**src/rtl/pipe_ctrl.sv**
```systemverilog
// Pipeline control for a 5-stage core: PC sequencing, hazard stalls, branch
// redirects and an ECALL trap path that drains the pipe before vectoring to mtvec.
module pipe_ctrl #(
  parameter logic [31:0] RESET_PC     = 32'h0000_0000,
  parameter int unsigned DRAIN_CYCLES = 3
) (
  input  logic        clk,
  input  logic        rst_n,
  input  logic        id_valid,
  input  logic [31:0] id_pc,
  input  logic        stall_flag,
  input  logic        ecall_flag,
  input  logic        br_taken,
  input  logic [31:0] br_target,
  input  logic [31:0] mtvec,
  output logic [31:0] pc,
  output logic        if_id_hold,
  output logic        if_id_flush,
  output logic        id_ex_bubble,
  output logic        mepc_we,
  output logic [31:0] mepc_data,
  output logic [31:0] mcause_data,
  output logic        trap_busy
);

  typedef enum logic [2:0] {BOOT, RUN, DRAIN, TRAP, REDIRECT} state_t;

  localparam logic [2:0] DRAIN_LOAD = 3'(DRAIN_CYCLES - 1);

  state_t      state, state_next;
  logic [2:0]  cnt, cnt_next;
  logic [31:0] pc_next;
  logic [31:0] mepc, mepc_next;

  always_ff @(posedge clk or negedge rst_n) begin
    if (!rst_n) begin
      state <= BOOT;
      pc    <= RESET_PC;
      cnt   <= '0;
      mepc  <= '0;
    end else begin
      state <= state_next;
      pc    <= pc_next;
      cnt   <= cnt_next;
      mepc  <= mepc_next;
    end
  end

  always_comb begin
    state_next   = state;
    pc_next      = pc;
    cnt_next     = cnt;
    mepc_next    = mepc;
    if_id_hold   = 1'b0;
    if_id_flush  = 1'b0;
    id_ex_bubble = 1'b0;
    mepc_we      = 1'b0;
    trap_busy    = 1'b0;
    unique case (state)
      BOOT: begin
        if_id_flush = 1'b1;
        state_next  = RUN;
      end
      RUN: begin
        if (br_taken) begin
          pc_next      = br_target;
          if_id_flush  = 1'b1;
          id_ex_bubble = 1'b1;
        end else if (ecall_flag && id_valid) begin
          mepc_next    = id_pc;
          cnt_next     = DRAIN_LOAD;
          if_id_hold   = 1'b1;
          id_ex_bubble = 1'b1;
          state_next   = DRAIN;
        end else if (stall_flag && id_valid) begin
          if_id_hold   = 1'b1;
          id_ex_bubble = 1'b1;
        end else begin
          pc_next = pc + 32'd4;
        end
      end
      DRAIN: begin
        if_id_hold   = 1'b1;
        id_ex_bubble = 1'b1;
        trap_busy    = 1'b1;
        if (cnt == 3'd0) state_next = TRAP;
        else             cnt_next   = cnt - 3'd1;
      end
      TRAP: begin
        mepc_we      = 1'b1;
        if_id_hold   = 1'b1;
        id_ex_bubble = 1'b1;
        trap_busy    = 1'b1;
        state_next   = REDIRECT;
      end
      REDIRECT: begin
        pc_next      = {mtvec[31:2], 2'b00};
        if_id_flush  = 1'b1;
        id_ex_bubble = 1'b1;
        trap_busy    = 1'b1;
        state_next   = RUN;
      end
      default: state_next = BOOT;
    endcase
  end

  assign mepc_data   = mepc;
  assign mcause_data = 32'd11;

endmodule

```
**config.mk**
```make
export PLATFORM = sky130hd
export DESIGN_NAME = pipe_ctrl
export DESIGN_NICKNAME = d
export VERILOG_FILES = /design/src/rtl/pipe_ctrl.sv
export SDC_FILE = /design/constraint.sdc
export NUM_CORES = 1
export LEC_CHECK = 0
export CAP_MARGIN = 30
export CORE_MARGIN = 10
export CORE_UTILIZATION = 40
export DETAILED_ROUTE_END_ITERATION = 6
export GPL_TIMING_DRIVEN = 0
export MAX_ROUTING_LAYER = met4
export PLACE_DENSITY = 0.79
export RECOVER_POWER = 100
export SLEW_MARGIN = 30
export SYNTH_ARGS = -nofsm -noshare
export SYNTH_HDL_FRONTEND = slang
export SYNTH_SLANG_ARGS = --single-unit
```
**constraint.sdc**
```tcl
create_clock -name clk -period 2.3 [get_ports clk]
set_input_delay 0.46 -clock clk [delete_from_list [all_inputs] [get_ports clk]]
set_output_delay 0.46 -clock clk [all_outputs]
set_load 0.02 [all_outputs]
```
Yosys cells after proc, flatten, opt, wreduce, memory -nomap -nowiden --
Cells that the tools add are included.
Storage, ports and cells: logic and storage cells 50, output and inout port bits 101, input port bits 102, register bits after elaboration 70
Cells by class: bitwise gates (word level) 1, reductions and logical operators 13, add/sub/neg operators 2, mux-type cells 20, eq/ne operators 10
Operators by type and width (number):
- $mux W32 | 3
- $pmux W32 S2 | 1
- $add A32 B3 Y32 const B | 1
- $mux W3 | 4
- $pmux W3 S4 | 1
- $reduce_and A3 Y1 | 3
- $ne A2 B2 Y1 const B | 4
- $mux W1 | 7
- $eq A3 B2 Y1 const B | 2
- $logic_not A3 Y1 | 2
- $ne A3 B3 Y1 const B | 2
- $pmux W1 S2 | 3
- $pmux W3 S2 | 1
- $reduce_and A4 Y1 | 1
- $reduce_bool A2 Y1 | 2
- $reduce_or A2 Y1 | 2
- $eq A3 B1 Y1 const B | 1
- $eq A3 B3 Y1 const B | 1
- $reduce_or A3 Y1 | 1
- $sub A3 B1 Y3 const B | 1
- $logic_and A1 B1 Y1 | 2
- $not A1 Y1 | 1

Logic depth before layout (Yosys ltp) --
word-level depth 5, depth in mapped cells 8

Worst setup path before layout --
No wires, ideal clock.
kind register to output, start reg state[0], end out id_ex_bubble, slack 23 ps, arrival 1817 ps, stages on the path, launching flop included 7, cell sequence dfrtp_1 buf_2 or3b_2 clkbuf_2 buf_6 o21ai_0 o21bai_1
On the way: longest elaborated chain between the ends 3, elaborated cells on any way between the ends 6, classes of those cells eq/ne: 4; mux: 1; reduce/logical: 1
RTL lines:
- start: declaration | line 30 | state_t state, state_next;
- start signal: assignment | line 42 | state <= state_next;
- $eq A3 B2 Y1 or $eq A3 B3 Y1 (tied branches) | line 59 | unique case (state)
- $reduce_or A3 Y1 (no line)
- $pmux W1 S2 * | line 59
- end: declaration | line 19 | output logic id_ex_bubble,
Mark *: on every way between the ends. The rest lies on a longest branch, timed or not.

Final worst setup path --
start in ecall_flag, end out id_ex_bubble
On the way: longest elaborated chain between the ends 4
RTL lines:
- start: declaration | line 12 | input logic ecall_flag,
- $logic_and A1 B1 Y1 | line 69 | end else if (ecall_flag && id_valid) begin
- $mux W1 | line 69
- $mux W1 | line 65 | if (br_taken) begin
- $pmux W1 S2 | line 59
No other way between the ends.

==> summary.md <==
| Metric | Value |
|---|---|
| EDFF count, synth | 0 |
| Final setup violation count | 0 |
| Main synth FF type | dfrtp_1 |
| Antenna viol nets, final | 0 |
| Maxcap violations | 1 |
| Ports | 203 |
| Achievable Freq | 442 MHz |
| Async set or reset register ratio after synthesis | 100% |
| Post-Synth Adder-Cell Area | 0.905% |
| Longest Clk Path Bufs | 2 |
| Final setup TNS | 0 ps |
| Crit. End Element | output port |
| Seq/Total Area, Yosys | 42.2% |
| Main combinational cell family by area after synthesis | compound AO/OA/AOI/OAI gates |
| Initial core utilization | 40.6% |
| Max-slew violation count | 30 |
| Placer's final routability congestion estimate | 0.916 |
| CP cell instances | clkdlybuf4s50_1 > or2_2 > a21oi_1 > o21bai_4 > buf_6 |
| Mapped Cells | 428 |
| First-pass GRT wire length | 22700 µm |
| Pwr dens | 1080 nW/µm² |
| Clock Skews | 9.88 ps |
| Post-Synth Simple-Gate Area | 15.6% |
| Yosys warns | 0 |
| Placed insts | 762 |
| RR Startpoint | pc[8]$_DFFE_PN0P_ |
| GRT Util Overall | 19.8% |
| Most common cell after layout, fill and taps aside | clkdlybuf4s50_1 |
| CTS tree | built |
| Initial antenna violation count | 1 |
| Fillers | 875 |
| GR Overflow Total | 0 |
| CTS sink count | 70 |
| XOR/XNOR Fraction of Synth Area | 1.90% |
| Via Count | 4163 |
| Core Area | 10200 µm² |
| Nets | 743 |
| R2R setup slack | 150 ps |
| Vert. Die Dim | 122 µm |
| Seq cells post-synth | 70 |
| Multiplexer share of the synthesized area | 10.6% |
| Post-DP HPWL | 11700 µm |
| Static leakage power | 2.71 nW |
| R2R Path End | pc[27]$_DFFE_PN0P_ |
| Post-synthesis cell type count | 58 |
| Pin count of the biggest net entering global routing | 43 |
| Drt via density | 5.34 |
| Wirelength per Cell | 19.1 µm |
| PortBufs | 167 |
| Clk_lat worst skew | 340 ps |
| Worst path slowest cell | clkdlybuf4s50_1 |
| Reg clk slew, reported paths | 80 ps |
| Layout cells sized above 1 | 20.2% |
| Worst Hold Class | input port to async pin |
| Avg Cell Area, Syn | 9.69 µm² |
| Drt initial violations | 250 |
| Final std cells w/o fill | 780 |
| Synthesized cell area | 4150 µm² |
| CP max stage delay | 480 ps |
| Worst setup SP type | input port |
| DIE AREA | 14800 µm² |
| Status | finished with violations |
| CP Data Required Time | 1840 ps |
| Cts hold-fix bufs | 0 |
| Number of global-route vias before repair | 4329 |
| Synth Area in Compound Gates | 18.0% |
| Slew @ Worst Pin | 1530 ps |
| Final Hold Vio Count | 0 |
| Tcrit/Tclk final | 98.4% |
| RSZ-0062 raised after global routing | true |
| CTS Buf Count | 9 |
| WL final | 14900 µm |
| Die width | 122 µm |
| First-pass DRT Iterations | 7 |
| Failing checks | design-rule violations, max-capacitance violations, max-slew violations |
| CP Class | input port to output port |
| Commonest non-fill, non-tap cells in the layout | clkdlybuf4s50_1, dfrtp_1, buf_4 |
| # DRC | 3 |
| Critical path arrival | 1800 ps |
| Rel. slew slack | -2.01% |
| Row count | 37 |
| VDD IR max | 634 µV |
| Root buffer cell | clkbuf_8 |
| Critical path fanouts, max | 4 |
| H-Tree Depth | 3 |
| R2R cell count | 6 |
| Syn-to-layout area delta | 54.4% |
| Final min period | 2260 ps |
[sequential cells by signal, indices dropped and copies added, names as in the netlist]
signal,count
mepc_data,32
state,3
pc,32
cnt,3
[synth_stat cells (all sizes together), types with 5 or more instances]
cell type / number / share of area [%]
a21oi: 21 / 2.5
nor3: 7 / 0.84
o21ai: 32 / 3.9
nor4: 5 / 1.3
a22oi: 13 / 2.4
nand3: 13 / 1.6
and2: 5 / 0.75
nand4: 12 / 2.2
and3: 6 / 0.93
a31oi: 6 / 0.90
xnor2: 5 / 1.1
buf: 43 / 7.6
clkbuf: 15 / 1.6
inv: 15 / 1.4
nand2: 34 / 3.1
mux2: 33 / 9.0
nor2: 18 / 1.6
mux2i: 7 / 1.7
o211ai: 11 / 2.0
dfrtp: 70 / 42
[how the worst max path moves through the flow]
stage                         start                  to  slack (ps)
2_1_floorplan  state[0]$_DFFE_PN0P_        id_ex_bubble          20
3_3_place_gp                  rst_n  pc[21]$_DFFE_PN0P_       -1650
3_5_place_dp               br_taken        id_ex_bubble        -560
4_1_cts        state[0]$_DFFE_PN0P_        id_ex_bubble        -150
5_1_grt        state[0]$_DFFE_PN0P_        id_ex_bubble         -40
6_report                 ecall_flag        id_ex_bubble          40
[worst max-delay path, delay by kind of cell]
| kind | cells | cell delay, ps |
|---|---|---|
| and+or+nand+nor | 1 | 360 |
| buffers and inverters | 2 | 610 |
| AOI/OAI and AO/OA | 2 | 370 |
[stage by stage]
| stage | power [mW] | hold WS [ps] | area [µm²] | setup slack, ps | utilization, % |
|---|---|---|---|---|---|
| final | 6.94 | 476 | 6410 | 37.3 | 62.6 |
| after global routing | 7.38 | 522 | 6410 | -44.2 | 62.6 |
| after CTS | 6.92 | 27.2 | 6340 | -148 | 61.9 |
| after detailed placement | 5.87 | 412 | 6120 | -558 | 59.8 |
| after global placement | 5.76 | 478 | 6100 | -1650 | 59.7 |
| after floorplan | 4.12 | 164 | 4260 | 23.0 | - |
[power by group]
group	switching, mW	leakage, nW	internal, mW
Combinational	1.79	1.78	1.75
Clock	0.512	0.0931	0.509
Sequential	0.617	0.836	1.77
[routing by layer]
layer	vias up	part of all wire (%)	track usage [%]	wire length (µm)
met4	0	1.5	5.66	227
met3	23	13	8.97	1950
li1	1930	-	-	-
met2	241	48	31.3	7140
met5	-	0	-	0
met1	1969	38	22.0	5600
[cell type report]
| class | count | area (µm²) | area share, % |
|---|---|---|---|
| antenna | 1 | 2.50 | 0.0391 |
| sequential | 70 | 1760 | 27.4 |
| tap | 136 | 170 | 2.66 |
| inverter | 15 | 56.3 | 0.879 |
| buffer | 55 | 383 | 5.98 |
| multi-input combinational | 315 | 2140 | 33.4 |
| clock inverter | 6 | 71.3 | 1.11 |
| clock buffer | 10 | 128 | 1.99 |
| timing repair buffer | 172 | 1700 | 26.5 |
[timing repair]
action | 4_1_cts | 5_1_grt
gates cloned | 0 | 0
setup buffers | 0 | 4
setup endpoints to repair | 31 | 27
gates resized for setup | 28 | 23
pin swaps | 0 | 3
[cell families (layout without fill, tap and decap cells)]
kind of cell | count (synthesis) | in the layout
and+or+nand+nor | 119 | 119
AOI/OAI and AO/OA | 112 | 112
buffers and inverters | 73 | 258
DFF | 70 | 70
muxes | 40 | 40
xor gates and xnor gates | 9 | 9
adders and majority gates | 3 | 3
other | 2 | 33
Power figures use the tool's default switching activity.
==> RTL change, RTL diff (config.mk and constraints unchanged) <==
The 5 states of `state_t` get a Gray code encoding in 3 bits.
--- a/src/rtl/pipe_ctrl.sv
+++ b/src/rtl/pipe_ctrl.sv
@@ -23,7 +23,7 @@
   output logic        trap_busy
 );
 
-  typedef enum logic [2:0] {BOOT, RUN, DRAIN, TRAP, REDIRECT} state_t;
+  typedef enum logic [2:0] {BOOT = 3'b000, RUN = 3'b001, DRAIN = 3'b011, TRAP = 3'b010, REDIRECT = 3'b110} state_t;
 
   localparam logic [2:0] DRAIN_LOAD = 3'(DRAIN_CYCLES - 1);
 
Check against the original RTL: no difference found for any inputs over 4 cycles, from zero or initial values and one cycle with rst_n low; so few cycles prove little.
==> RTL change against the original RTL <==
Sequential cell count did not move; total power rose by 4.2%; area after synthesis decreased by 2.9%; wire length is 3.3% lower; cell count shrank 3.8%; synthesized cell count shrank 6.1%; register-to-register slack better by 0.07 ns; largest cell class is now non-clock buffers; clock skew shrank 0.00099 ns; maximum frequency is 1.7% higher; sequential share of layout area grew 1.0 points; worst setup slack gained 0.038 ns; highest routed layer unchanged; cell area decreased by 3.9%.
==> RTL change: results (changes against the original RTL) <==
| Metric | Value |
|---|---|
| Worst setup path endpoint | `if_id_flush` |
| Vias in the first global route | `3,983 (-8.0%)` |
| Wire length of the first global-routing pass | `22,100 um (-2.6%)` |
| HPWL Detailed | `11,400 um (-3.2%)` |
| Highest fanout seen on the critical path | `10 (+6)` |
| Switch Pwr | `3.17 mW (+8.3%)` |
| Count of instances resized after the clock tree is built | `11 (-61%)` |
| List of most frequent post-synthesis cells | `sky130_fd_sc_hd__dfrtp_1, sky130_fd_sc_hd__buf_4, sky130_fd_sc_hd__mux2_2, sky130_fd_sc_hd__nand2_1, sky130_fd_sc_hd__o21ai_0` |
| Setup WS pre-CTS | `-0.230 ns (+0.329 ns)` |
| Number of distinct library cells after synthesis | `61 (+5.2%)` |
| Worst reg2reg path depth | `7 (+1)` |
| Drt via density | `5.21 (-2.3%)` |
| Layout net count | `716 (-3.6%)` |
| Parity-gate share of the synthesized area counting xor and xnor cells | `3.26% (+1.4 points)` |
| Register-to-register path setup slack | `0.22 ns (+0.07 ns)` |
| Endpoint of the worst register-to-register path | `pc[3]` |
| Pleak | `2.70 nW (-0.34%)` |
| Adder-cell area share of the yosys netlist | `0.932% (+0.027 points)` |
| Sequential area share after synthesis | `43.5% (+1.3 points)` |
| Crit path DAT | `1.77 ns (-0.03 ns)` |
| Max incr delay on CP | `0.38 ns (-0.10 ns)` |
| Synthesized-area fraction occupied by ao, oa, aoi and oai cells | `16.7% (-1.2 points)` |
| Slowest cell on crit path | `sky130_fd_sc_hd__dfrtp_1` |
| DRT Pass-1 Iters | `6 (-1)` |
| Launch instance of the worst register-to-register path | `state[0]` |
| Met3 Track Usage GR | `3.77% (-5.2 points)` |
| Status | `finished clean` |
| Clock period minus final worst setup slack | `2.23 ns (-0.0376 ns)` |
| Launching element type of the critical path | `register` |
| GRT Total Usage | `19.7% (-0.090 points)` |
| Instance area after placement | `0.00600 mm2 (-1.9%)` |
| Top cells by area in the synthesized netlist | `sky130_fd_sc_hd__dfrtp_1, sky130_fd_sc_hd__mux2_2, sky130_fd_sc_hd__buf_4` |
| Grt met2 use | `32.2% (+0.93 points)` |
| Maximum resistive drop on vdd | `0.659 mV (+4.0%)` |
| RePlAce Congestion | `0.846 (-7.6%)` |
| Post-CTS setup buffer count | `0 (unchanged)` |
| Share of layout cells above drive strength 1 | `17.9% (-2.4 points)` |
-- RTL change: changes by cell type after synthesis, moves of 6 or more --
cell	change
sky130_fd_sc_hd__o21ai_1	+12
sky130_fd_sc_hd__a21oi_1	-10
sky130_fd_sc_hd__nand2_1	-7
sky130_fd_sc_hd__a222oi_1	+6
sky130_fd_sc_hd__clkbuf_1	-6
sky130_fd_sc_hd__inv_1	-6
sky130_fd_sc_hd__mux2_2	-6
sky130_fd_sc_hd__o211ai_1	-6
sky130_fd_sc_hd__o21ai_0	-6
-- RTL change: layout make-up --
cell class              instances  area (um2)
clock buffers                  10         128
plain buffers                  57         362
flip-flops and latches         70        1750
diodes                          1        2.50
repair buffers                168        1660
multi-input cells             296        1980
fillers                       819        3620
inverters                       9        33.8
well taps                     133         166
clock inverters                 6        70.1
-- RTL change: through the flow --
| stage | cells | hold WS (ns) |
|---|---|---|
| floorplan | 432 | 0.164 |
| global placement | 732 | 0.468 |
| detailed placement | 733 | 0.386 |
| CTS | 749 | 0.00547 |
| global route | 750 | 0.458 |
| finish | 750 | 0.351 |
-- RTL change: layer usage --
layer	routed length, um	vias up
li1	-	1827
met1	5910	1912
met2	7280	147
met3	894	23
met4	345	0
met5	0	-
-- RTL change: power groups by stage --
stage          Clock [mW]  Combinational [mW]  Sequential [mW]
4_1_cts              1.04                4.13             2.36
6_report             1.04                3.84             2.35
3_5_place_dp            0                4.14             2.38
5_1_grt              1.11                4.14             2.43
2_1_floorplan           0                1.59             2.95
3_3_place_gp            0                4.06             2.34
